--- config.mk ---
export PLATFORM = sky130hd
export DESIGN_NAME = arb_wrr_4_flat
export DESIGN_NICKNAME = d
export VERILOG_FILES = /design/src/rtl/arb_wrr_4_pkg.sv /design/src/rtl/arb_wrr_4_if.sv /design/src/rtl/arb_wrr_4_rd_tag_pipe.sv /design/src/rtl/arb_wrr_4.sv /design/src/flat_wrapper.sv
export SDC_FILE = /design/constraint.sdc
export NUM_CORES = 1
export LEC_CHECK = 0
export ABC_CLOCK_PERIOD_IN_PS = 3200
export CAP_MARGIN = 10
export CORE_MARGIN = 4
export CORE_UTILIZATION = 30
export CTS_CLUSTER_SIZE = 16
export DETAILED_ROUTE_END_ITERATION = 12
export PLACE_DENSITY = 0.83
export SETUP_SLACK_MARGIN = 0.02
export SYNTH_ARGS = -nofsm -noshare
export SYNTH_HDL_FRONTEND = slang
export SYNTH_HIERARCHICAL = 1
export SYNTH_SLANG_ARGS = --single-unit
--- constraint.sdc ---
create_clock -name clk -period 3.2 [get_ports clk]
set_clock_uncertainty 0.05 [all_clocks]
set_input_delay 0.48 -clock clk [delete_from_list [all_inputs] [get_ports clk]]
set_output_delay 0.48 -clock clk [all_outputs]
set_load 0.005 [all_outputs]
--- src/rtl/arb_wrr_4_pkg.sv ---
// Shared types and helpers for the four-client weighted round-robin arbiter.
// Weight extraction and one-hot/index conversion live here so the bench can reuse them.
package arb_wrr_4_pkg;

    localparam int NCLI = 4;

    typedef logic [1:0]      cli_idx_t;
    typedef logic [NCLI-1:0] cli_vec_t;

    // Outcome of the per-cycle grant decision
    typedef enum logic [1:0] {
        DEC_IDLE = 2'd0,
        DEC_CONT = 2'd1,
        DEC_ROT  = 2'd2
    } grant_dec_e;

    typedef struct packed {
        logic     valid;
        cli_idx_t id;
    } rd_tag_t;

    function automatic logic [3:0] wgt_of(input logic [15:0] wgt, input cli_idx_t k);
        logic [3:0] w;
        w = wgt[{k, 2'b00} +: 4];
        return (w == 4'd0) ? 4'd1 : w;
    endfunction

    function automatic cli_vec_t idx_to_onehot(input cli_idx_t i);
        return cli_vec_t'(1) << i;
    endfunction

    function automatic cli_idx_t onehot_to_idx(input cli_vec_t v);
        cli_idx_t idx;
        idx = '0;
        for (int i = 0; i < NCLI; i++) begin
            if (v[i]) idx = cli_idx_t'(i);
        end
        return idx;
    endfunction

endpackage

--- src/rtl/arb_wrr_4_if.sv ---
// Client request/grant bus plus memory command/return bus of the arbiter.
// slave = arbiter side, master = clients and memory side.
interface arb_wrr_4_if #(
    parameter int W  = 16,
    parameter int AW = 10
);
    import arb_wrr_4_pkg::*;

    logic [NCLI-1:0]    client_req;
    logic [NCLI-1:0]    client_read;
    logic [NCLI*AW-1:0] client_addr;
    logic [NCLI*W-1:0]  client_wdata;
    logic [NCLI-1:0]    client_gnt;
    logic [NCLI-1:0]    client_rvalid;
    logic [W-1:0]       client_rdata;
    logic               mem_en;
    logic               mem_we;
    logic [AW-1:0]      mem_addr;
    logic [W-1:0]       mem_wdata;
    logic [W-1:0]       mem_rdata;

    modport slave (
        input  client_req, client_read, client_addr, client_wdata, mem_rdata,
        output client_gnt, client_rvalid, client_rdata, mem_en, mem_we, mem_addr, mem_wdata
    );

    modport master (
        output client_req, client_read, client_addr, client_wdata, mem_rdata,
        input  client_gnt, client_rvalid, client_rdata, mem_en, mem_we, mem_addr, mem_wdata
    );

endinterface

--- src/rtl/arb_wrr_4_rd_tag_pipe.sv ---
// Delay line carrying {valid, client id} of each granted read until its data returns.
// Cleared by reset so reads in flight at reset never produce a valid.
module rd_tag_pipe
    import arb_wrr_4_pkg::*;
#(
    parameter int DEPTH = 1
) (
    input  logic    clk,
    input  logic    rst_n,
    input  rd_tag_t din,
    output rd_tag_t dout
);

    rd_tag_t stage [DEPTH];

    // NOTE: every stage is cleared, not just the valid bit, because stale ids must never reach the output.
    always_ff @(posedge clk) begin
        if (!rst_n) begin
            for (int i = 0; i < DEPTH; i++) stage[i] <= '0;
        end else begin
            stage[0] <= din;
            for (int i = 1; i < DEPTH; i++) stage[i] <= stage[i-1];
        end
    end

    assign dout = stage[DEPTH-1];

endmodule

--- src/rtl/arb_wrr_4.sv ---
// Four-client weighted round-robin arbiter in front of a single-port memory.
// Grant and memory command are combinational from client_req; owner/credit update on clk.
module arb_wrr_4
    import arb_wrr_4_pkg::*;
#(
    parameter int          W      = 16,
    parameter int          AW     = 10,
    parameter logic [15:0] WGT    = 16'h1111,
    parameter int          RD_LAT = 1
) (
    input  logic        clk,
    input  logic        rst_n,
    arb_wrr_4_if.slave  bus
);

    if (RD_LAT < 1 || RD_LAT > 4) begin : g_bad_lat
        $error("arb_wrr_4: RD_LAT must be 1 to 4");
    end

    cli_idx_t   owner_q, owner_d;
    logic [3:0] cnt_q, cnt_d;
    cli_idx_t   rot_idx, gnt_idx, cand;
    logic       found, gnt_any;
    grant_dec_e dec;
    rd_tag_t    tag_in, tag_out;

    // NOTE: every variable gets a default before any branch so no latch is inferred.
    always_comb begin
        rot_idx = owner_q;
        found   = 1'b0;
        cand    = owner_q;
        // Search order owner+1 .. owner+3 then owner itself, so an exhausted sole requester is re-granted
        for (int off = 1; off <= NCLI; off++) begin
            cand = owner_q + cli_idx_t'(off);
            if (!found && bus.client_req[cand]) begin
                found   = 1'b1;
                rot_idx = cand;
            end
        end

        if (!rst_n || !found)
            dec = DEC_IDLE;
        else if (bus.client_req[owner_q] && (cnt_q < wgt_of(WGT, owner_q)))
            dec = DEC_CONT;
        else
            dec = DEC_ROT;

        gnt_idx = owner_q;
        owner_d = owner_q;
        cnt_d   = cnt_q;
        unique case (dec)
            DEC_CONT: cnt_d = cnt_q + 4'd1;
            DEC_ROT: begin
                gnt_idx = rot_idx;
                owner_d = rot_idx;
                cnt_d   = 4'd1;
            end
            default: ;
        endcase
    end

    assign gnt_any = (dec != DEC_IDLE);

    // NOTE: state registers use non-blocking assignments; reset is sampled on the clock edge.
    always_ff @(posedge clk) begin
        if (!rst_n) begin
            owner_q <= '0;
            cnt_q   <= '0;
        end else begin
            owner_q <= owner_d;
            cnt_q   <= cnt_d;
        end
    end

    assign bus.client_gnt = gnt_any ? idx_to_onehot(gnt_idx) : '0;
    assign bus.mem_en     = gnt_any;
    assign bus.mem_we     = gnt_any & ~bus.client_read[gnt_idx];
    assign bus.mem_addr   = gnt_any ? bus.client_addr[gnt_idx*AW +: AW] : '0;
    assign bus.mem_wdata  = gnt_any ? bus.client_wdata[gnt_idx*W +: W] : '0;

    always_comb begin
        tag_in.valid = gnt_any & bus.client_read[gnt_idx];
        tag_in.id    = gnt_idx;
    end

    rd_tag_pipe #(.DEPTH(RD_LAT)) u_tag_pipe (
        .clk  (clk),
        .rst_n(rst_n),
        .din  (tag_in),
        .dout (tag_out)
    );

    // Gated by rst_n so a read returning during the reset cycle is also dropped
    assign bus.client_rvalid = (rst_n && tag_out.valid) ? idx_to_onehot(tag_out.id) : '0;
    assign bus.client_rdata  = bus.mem_rdata;

endmodule

--- src/flat_wrapper.sv ---
// flat-port wrapper written by rule: the top's interface ports become plain ports
module arb_wrr_4_flat import arb_wrr_4_pkg::*;
#(
    parameter int          W      = 16,
    parameter int          AW     = 10,
    parameter logic [15:0] WGT    = 16'h1111,
    parameter int          RD_LAT = 1
)
  (clk, rst_n, bus_client_req, bus_client_read, bus_client_addr, bus_client_wdata, bus_mem_rdata, bus_client_gnt, bus_client_rvalid, bus_client_rdata, bus_mem_en, bus_mem_we, bus_mem_addr, bus_mem_wdata);
  arb_wrr_4_if #(.W(W), .AW(AW)) bus_i ();
  input  logic clk;
  input  logic rst_n;
  input wire logic [$bits(bus_i.client_req)-1:0] bus_client_req;
  input wire logic [$bits(bus_i.client_read)-1:0] bus_client_read;
  input wire logic [$bits(bus_i.client_addr)-1:0] bus_client_addr;
  input wire logic [$bits(bus_i.client_wdata)-1:0] bus_client_wdata;
  input wire logic [$bits(bus_i.mem_rdata)-1:0] bus_mem_rdata;
  output wire logic [$bits(bus_i.client_gnt)-1:0] bus_client_gnt;
  output wire logic [$bits(bus_i.client_rvalid)-1:0] bus_client_rvalid;
  output wire logic [$bits(bus_i.client_rdata)-1:0] bus_client_rdata;
  output wire logic [$bits(bus_i.mem_en)-1:0] bus_mem_en;
  output wire logic [$bits(bus_i.mem_we)-1:0] bus_mem_we;
  output wire logic [$bits(bus_i.mem_addr)-1:0] bus_mem_addr;
  output wire logic [$bits(bus_i.mem_wdata)-1:0] bus_mem_wdata;
  assign bus_i.client_req = bus_client_req;
  assign bus_i.client_read = bus_client_read;
  assign bus_i.client_addr = bus_client_addr;
  assign bus_i.client_wdata = bus_client_wdata;
  assign bus_i.mem_rdata = bus_mem_rdata;
  assign bus_client_gnt = bus_i.client_gnt;
  assign bus_client_rvalid = bus_i.client_rvalid;
  assign bus_client_rdata = bus_i.client_rdata;
  assign bus_mem_en = bus_i.mem_en;
  assign bus_mem_we = bus_i.mem_we;
  assign bus_mem_addr = bus_i.mem_addr;
  assign bus_mem_wdata = bus_i.mem_wdata;
  arb_wrr_4 #(.W(W), .AW(AW), .WGT(WGT), .RD_LAT(RD_LAT)) u_core (.clk(clk), .rst_n(rst_n), .bus(bus_i));
endmodule
; ---- After elaboration in Yosys (flattened, before gate mapping)
; Memory sizes are Yosys's and may differ from the RTL's.
; Index checks and enable logic that the tools add are counted.
; W data, S select, Z words.
[classes]
add_sub_neg = 4
mul = 1
n_shift = 5
n_eq_ne = 2
muxes = 31
bitwise_logic = 3
order_cmp = 6
n_reduce_logical = 15
[op_table]
columns = cell, count
row1 = $shiftx A64 B7 Y16, 1
row2 = $shiftx A40 B7 Y10, 1
row3 = $mux W16, 1
row4 = $shiftx A16 B5 Y4 const A, 1
row5 = $lt A2 B3 Y1 const B, 5
row6 = $mux W2, 7
row7 = $mux W1, 12
row8 = $mux W4, 3
row9 = $bmux W1 S2, 5
row10 = $mux W10, 1
row11 = $pmux W4 S2, 1
row12 = $shl A1 B2 Y4 const A, 2
row13 = $logic_and A1 B1 Y1, 5
row14 = $logic_not A1 Y1, 5
row15 = $mul A2 B3 Y5 const B, 1
row16 = $add A2 B2 Y2 const B, 2
row17 = $add A4 B1 Y4 const B, 1
row18 = $logic_not A4 Y1, 1
row19 = $lt A4 B4 Y1, 1
row20 = $reduce_bool A2 Y1, 2
row21 = $mux W3, 1
row22 = $reduce_or A3 Y1, 1
row23 = $add A2 B1 Y2 const B, 1
row24 = $and A1 B1 Y1, 2
row25 = 4 further kinds, 4
[totals]
ram_bits = 3
word_cells = 70
in_bits = 130
out_inout_bits = 52
mem_count = 1
register_bits = 6
[mem_list]
columns = memory, depth, word_bits, read_ports, rd_ports_with_merged_regs, write_ports, line_no
row1 = u_core.u_tag_pipe.stage, 1, 3, 1, 0, 1, arb_wrr_4_rd_tag_pipe.sv:14  ; rd_tag_t stage [DEPTH];

; ---- Longest topological paths before layout
[depth]
ltp_word = 22
depth_mapped = 11
depth_no_buf = 10

; ---- Modules after synthesis
; Netlist, hierarchy kept.
[by_module_without_submodules]
columns = mod, area_per_inst_um2, n_inst, seq_area_each_um2, cells_per_inst
row1 = arb_wrr_4, 1692.9, 1, 120.1, 207
row2 = rd_tag_pipe, 78.8, 1, 60.1, 6

; ---- Worst setup path after synthesis
; No wires, ideal clock.
[synth_timing]
kind = input port to output port
startpoint = in bus_client_req[1]
endpoint = out bus_client_gnt[1]
n_path_buf = 2
stages = 9
t_arrival_ns = 2.357
slack_ns = 0.313
cell_sequence = clkbuf_1 mux2_1 a2111oi_0 o21ai_1 ha_1 inv_1 nand2_2 buf_6 a21oi_1
[synth_between]
word_cells_on_any_way = 32
[synth_lines]
columns = item, line_no
row1 = from (decl), flat_wrapper.sv:13  ; input wire logic [$bits(bus_i.client_req)-1:0] bus_client_req;
row2 = $bmux W1 S2, arb_wrr_4.sv:35  ; if (!found && bus.client_req[cand]) begin
row3 = $mux W1 (not written as such), arb_wrr_4.sv:35
row4 = $mux W1, arb_wrr_4.sv:35
row5 = $logic_not A1 Y1, arb_wrr_4.sv:35
row6 = $logic_and A1 B1 Y1, arb_wrr_4.sv:35
row7 = $mux W1, arb_wrr_4.sv:35
row8 = $logic_not A1 Y1, arb_wrr_4.sv:35
row9 = $logic_and A1 B1 Y1, arb_wrr_4.sv:35
row10 = (+2 left out), --
row11 = $logic_and A1 B1 Y1, arb_wrr_4.sv:35
row12 = $mux W1, arb_wrr_4.sv:35
row13 = $logic_not A1 Y1, arb_wrr_4.sv:41  ; if (!rst_n || !found)
row14 = $logic_or A1 B1 Y1, arb_wrr_4.sv:41
row15 = $mux W2 (*), arb_wrr_4.sv:41
row16 = $reduce_bool A2 Y1 (*), arb_wrr_4.sv:62  ; assign gnt_any = (dec != DEC_IDLE);
row17 = net bus_mem_en, flat_wrapper.sv:21  ; output wire logic [$bits(bus_i.mem_en)-1:0] bus_mem_en;
row18 = $mux W4 (*), arb_wrr_4.sv:75  ; assign bus.client_gnt = gnt_any ? idx_to_onehot(gnt_idx) : '0;
row19 = to (decl), flat_wrapper.sv:18  ; output wire logic [$bits(bus_i.client_gnt)-1:0] bus_client_gnt;
; The timed path passes the listed nets; every way through them passes the cells marked *. The select of a mux whose other input is x is not followed.

; ---- Worst setup path in the final report
[layout_timing]
startpoint = in bus_client_req[3]
endpoint = out bus_mem_wdata[5]
[layout_between]
elab_chain_len = 19
word_cells_on_any_way = 32
[layout_lines]
columns = item, line_no
row1 = $bmux W1 S2, arb_wrr_4.sv:35
row2 = $mux W1 (not written as such), arb_wrr_4.sv:35
row3 = $mux W1, arb_wrr_4.sv:35
row4 = $logic_not A1 Y1, arb_wrr_4.sv:35
row5 = $logic_and A1 B1 Y1, arb_wrr_4.sv:35
row6 = $mux W1, arb_wrr_4.sv:35
row7 = $logic_not A1 Y1, arb_wrr_4.sv:35
row8 = $logic_and A1 B1 Y1, arb_wrr_4.sv:35
row9 = (+3 left out), --
row10 = $mux W1, arb_wrr_4.sv:35
row11 = $logic_not A1 Y1, arb_wrr_4.sv:41
row12 = $logic_or A1 B1 Y1, arb_wrr_4.sv:41
row13 = $mux W2, arb_wrr_4.sv:41
row14 = $eq A2 B2 Y1, arb_wrr_4.sv:51  ; unique case (dec)
row15 = $mux W2, arb_wrr_4.sv:51
row16 = $shiftx A64 B7 Y16, arb_wrr_4.sv:79  ; assign bus.mem_wdata = gnt_any ? bus.client_wdata[gnt_idx*W +: W] : '0;
row17 = $mux W16 (*), arb_wrr_4.sv:79
row18 = to (decl), flat_wrapper.sv:24  ; output wire logic [$bits(bus_i.mem_wdata)-1:0] bus_mem_wdata;
; Mark *: on every way between the ends. The rest lies on a longest branch, timed or not. The select of a mux whose other input is x is not followed.

==> metrics.txt <==
number of enable flip-flop cells after synthesis=0; H-tree levels=1; Area Overhead vs Synth=119.6%; initial antenna violation count=0; total CTS buffers=3; largest net degree at the start of global routing=17; Final Cycle Share=between 90% and 100%; clk buf depth=2; DRC=0; Final min period=3.186 ns; worst setup path class=input pin to output pin; DPL Wire Length=between 5 and 6 mm; Starting Density=31.59%; hold buffer count at cts=0; leakage=between 1.5 and 2 nW; Post-Syn Nets=346; Worst-Margin Slew=0.5070 ns; I/O pin total=182; VDD IR max=0.0003894 V; CP max FO=9; Mapped Cells=213; sequential-to-total area share from yosys stat=10.17%; total global-route track usage=19.88%; Core Rows=27; vias in the first global route=2,384; drt total wl=8.424 mm; first-pass GRT wire length=11.72 mm; WP data required=2.67 ns; clk slew on worst S/H paths=0.05 ns; commonest non-fill, non-tap cell in the layout=clkdlybuf4s50_1; # diodes=0; worst min path class=flop to flop; synth unique cells=40; max-slew violations=0; area post-placement=3331 sq um; final-report setup violation count=0; status=complete, no violations; layout cell share with drive strength beyond 1=33.33%; RePlAce Congestion=0.8918; drt pass-1 iters=4; Via-to-Cell Ratio=5.222; RSZ-0062 raised after global routing=true; Routed WL per cell=18.12 microns; gr ovfl total=0; synth warn=6; Post-Layout Cell Count=465; Placed Cells=426; IO buf count=149; Avg Inst Size Synth=8.318 sq um; setup TNS=0 ns; Final WS setup=0.01414 ns; ANT nets after route=0; die span in y=approximately 85 microns; Final Hold Fails=0; Iteration-0 DRC Markers=66; Die X=around 85 microns; pre-CTS setup slack=-0.5898 ns; ys async rst share=0%; prevailing post-synth register cell=dfxtp_1; crit path capture type=output pin; final net count=between 500 and 600; root buffer selected by CTS=clkbuf_8; Die ar.=7200 sq um; clock sinks=9; FF+latch count, synth=9; Synth Cell Area=roughly 1800 sq um; Worst setup SP type=input pin; later-pin clock latency in the skew report=0.24 ns; Core Box Area=around 5600 sq um; slew margin rel.=about 66%; maxcap violations=0; Cell Pwr Density=538.1 nW/um^2; Design Area, Final=between 3000 and 4000 sq um; Vias=2,428; CP arrival=between 2 and 3 ns; max frequency=313.9 MHz; most frequent cells in the layout=clkdlybuf4s50_1 (112), mux2i_1 (45), buf_4 (39); CTS tree=built
[critical path, cell delays in order]
cell,delay [ns]
buf_2,0.13
buf_6,0.14
nor4_1,0.49
a21oi_1,0.10
nor2_1,0.21
a31oi_4,0.07
nand2_4,0.15
buf_12,0.14
buf_16,0.14
mux2i_1,0.24
o22ai_2,0.09
dlygate4sd2_1,0.26
[logic make-up (layout without fill, tap and decap cells)]
family | count (synthesis) | count (layout) | synth area share, %
flops | 9 | 9 | 10.17
buf+inv | 43 | 222 | 16.53
fa+ha+maj | 3 | 3 | 2.119
simple gates | 50 | 51 | 15.11
mux | 61 | 61 | 35.95
compound gates | 47 | 47 | 20.13
[per-layer routing]
metal	vias up	track usage (%)	routed length [microns]
met5	-	0	0
met4	0	4.173	201
met3	23	5.922	725
met2	137	37.79	4494
met1	1124	21.59	3002
li1	1144	-	-
[path summary, 6_finish.rpt]
kind / start / to / slack (ns) / depth (start not counted)
setup / recovery: bus_client_req[3] / bus_mem_wdata[5] / 0.01 / 12
hold / removal: u_core/cnt_q[2] / u_core/cnt_q[2] / 0.47 / 2
setup reg to reg: u_core/owner_q[1] / u_core/cnt_q[3] / 0.41 / 15
hold reg to reg: u_core/cnt_q[2] / u_core/cnt_q[2] / 0.47 / 2
[layout make-up]
type                       instances  area, sq um
sequential                         9        182.7
clock inverter                     1        5.005
fill                             422         1718
timing repair buffer             208         1987
inverter                          10        42.54
multi-input combinational        162         1541
clock buffer                       3        41.29
tap                               72        90.09
[metrics by stage]
step	utilization (%)	hold WS, ns	total power, W
detailed placement	59.39	0.4731	0.001538
finish	69.37	0.4742	0.002093
global route	69.37	0.5417	0.002206
floorplan	-	0.4206	0.0009276
global placement	59.39	0.4413	0.001516
CTS	66.87	0.4757	0.001960
[cells in the mapped netlist, types with 2 or more instances]
cell type / n / share of area, %
mux2i_1: 58 / 33
o22ai_1: 19 / 6.7
buf_4: 17 / 7.2
dfxtp_1: 9 / 10
inv_1: 9 / 1.9
buf_6: 8 / 5.1
nand2_1: 8 / 1.7
nor2_1: 8 / 1.7
nor3_1: 8 / 2.3
nand3_1: 7 / 2.0
o22ai_2: 7 / 4.9
a21oi_1: 6 / 1.7
and2_1: 6 / 2.1
buf_2: 6 / 1.7
o21ai_0: 4 / 1.1
ha_1: 3 / 2.1
nor2b_1: 3 / 1.1
clkbuf_1: 2 / 0.42
nand2b_1: 2 / 0.71
nor3b_1: 2 / 0.85
o21ai_1: 2 / 0.56
[report_power, final]
group | switching (W) | leakage (nW) | internal [W]
Sequential | 0.0000163 | 0.0744 | 0.000133
Clock | 0.0000498 | 0.0255 | 0.0000853
Combinational | 0.000766 | 1.50 | 0.00104
[what timing repair did]
item | in CTS | in global routing
gates cloned | 3 | 2
buffers inserted | 25 | 5
pin swaps | 11 | 12
setup endpoints to repair | 32 | 31
resized for setup | 108 | 53
[state kept, by name, indices dropped and copies added (netlist names)]
name / count
u_core/cnt_q: 4
u_core/owner_q: 2
u_core/u_tag_pipe/stage: 3
(Power assumes the default switching activity.)
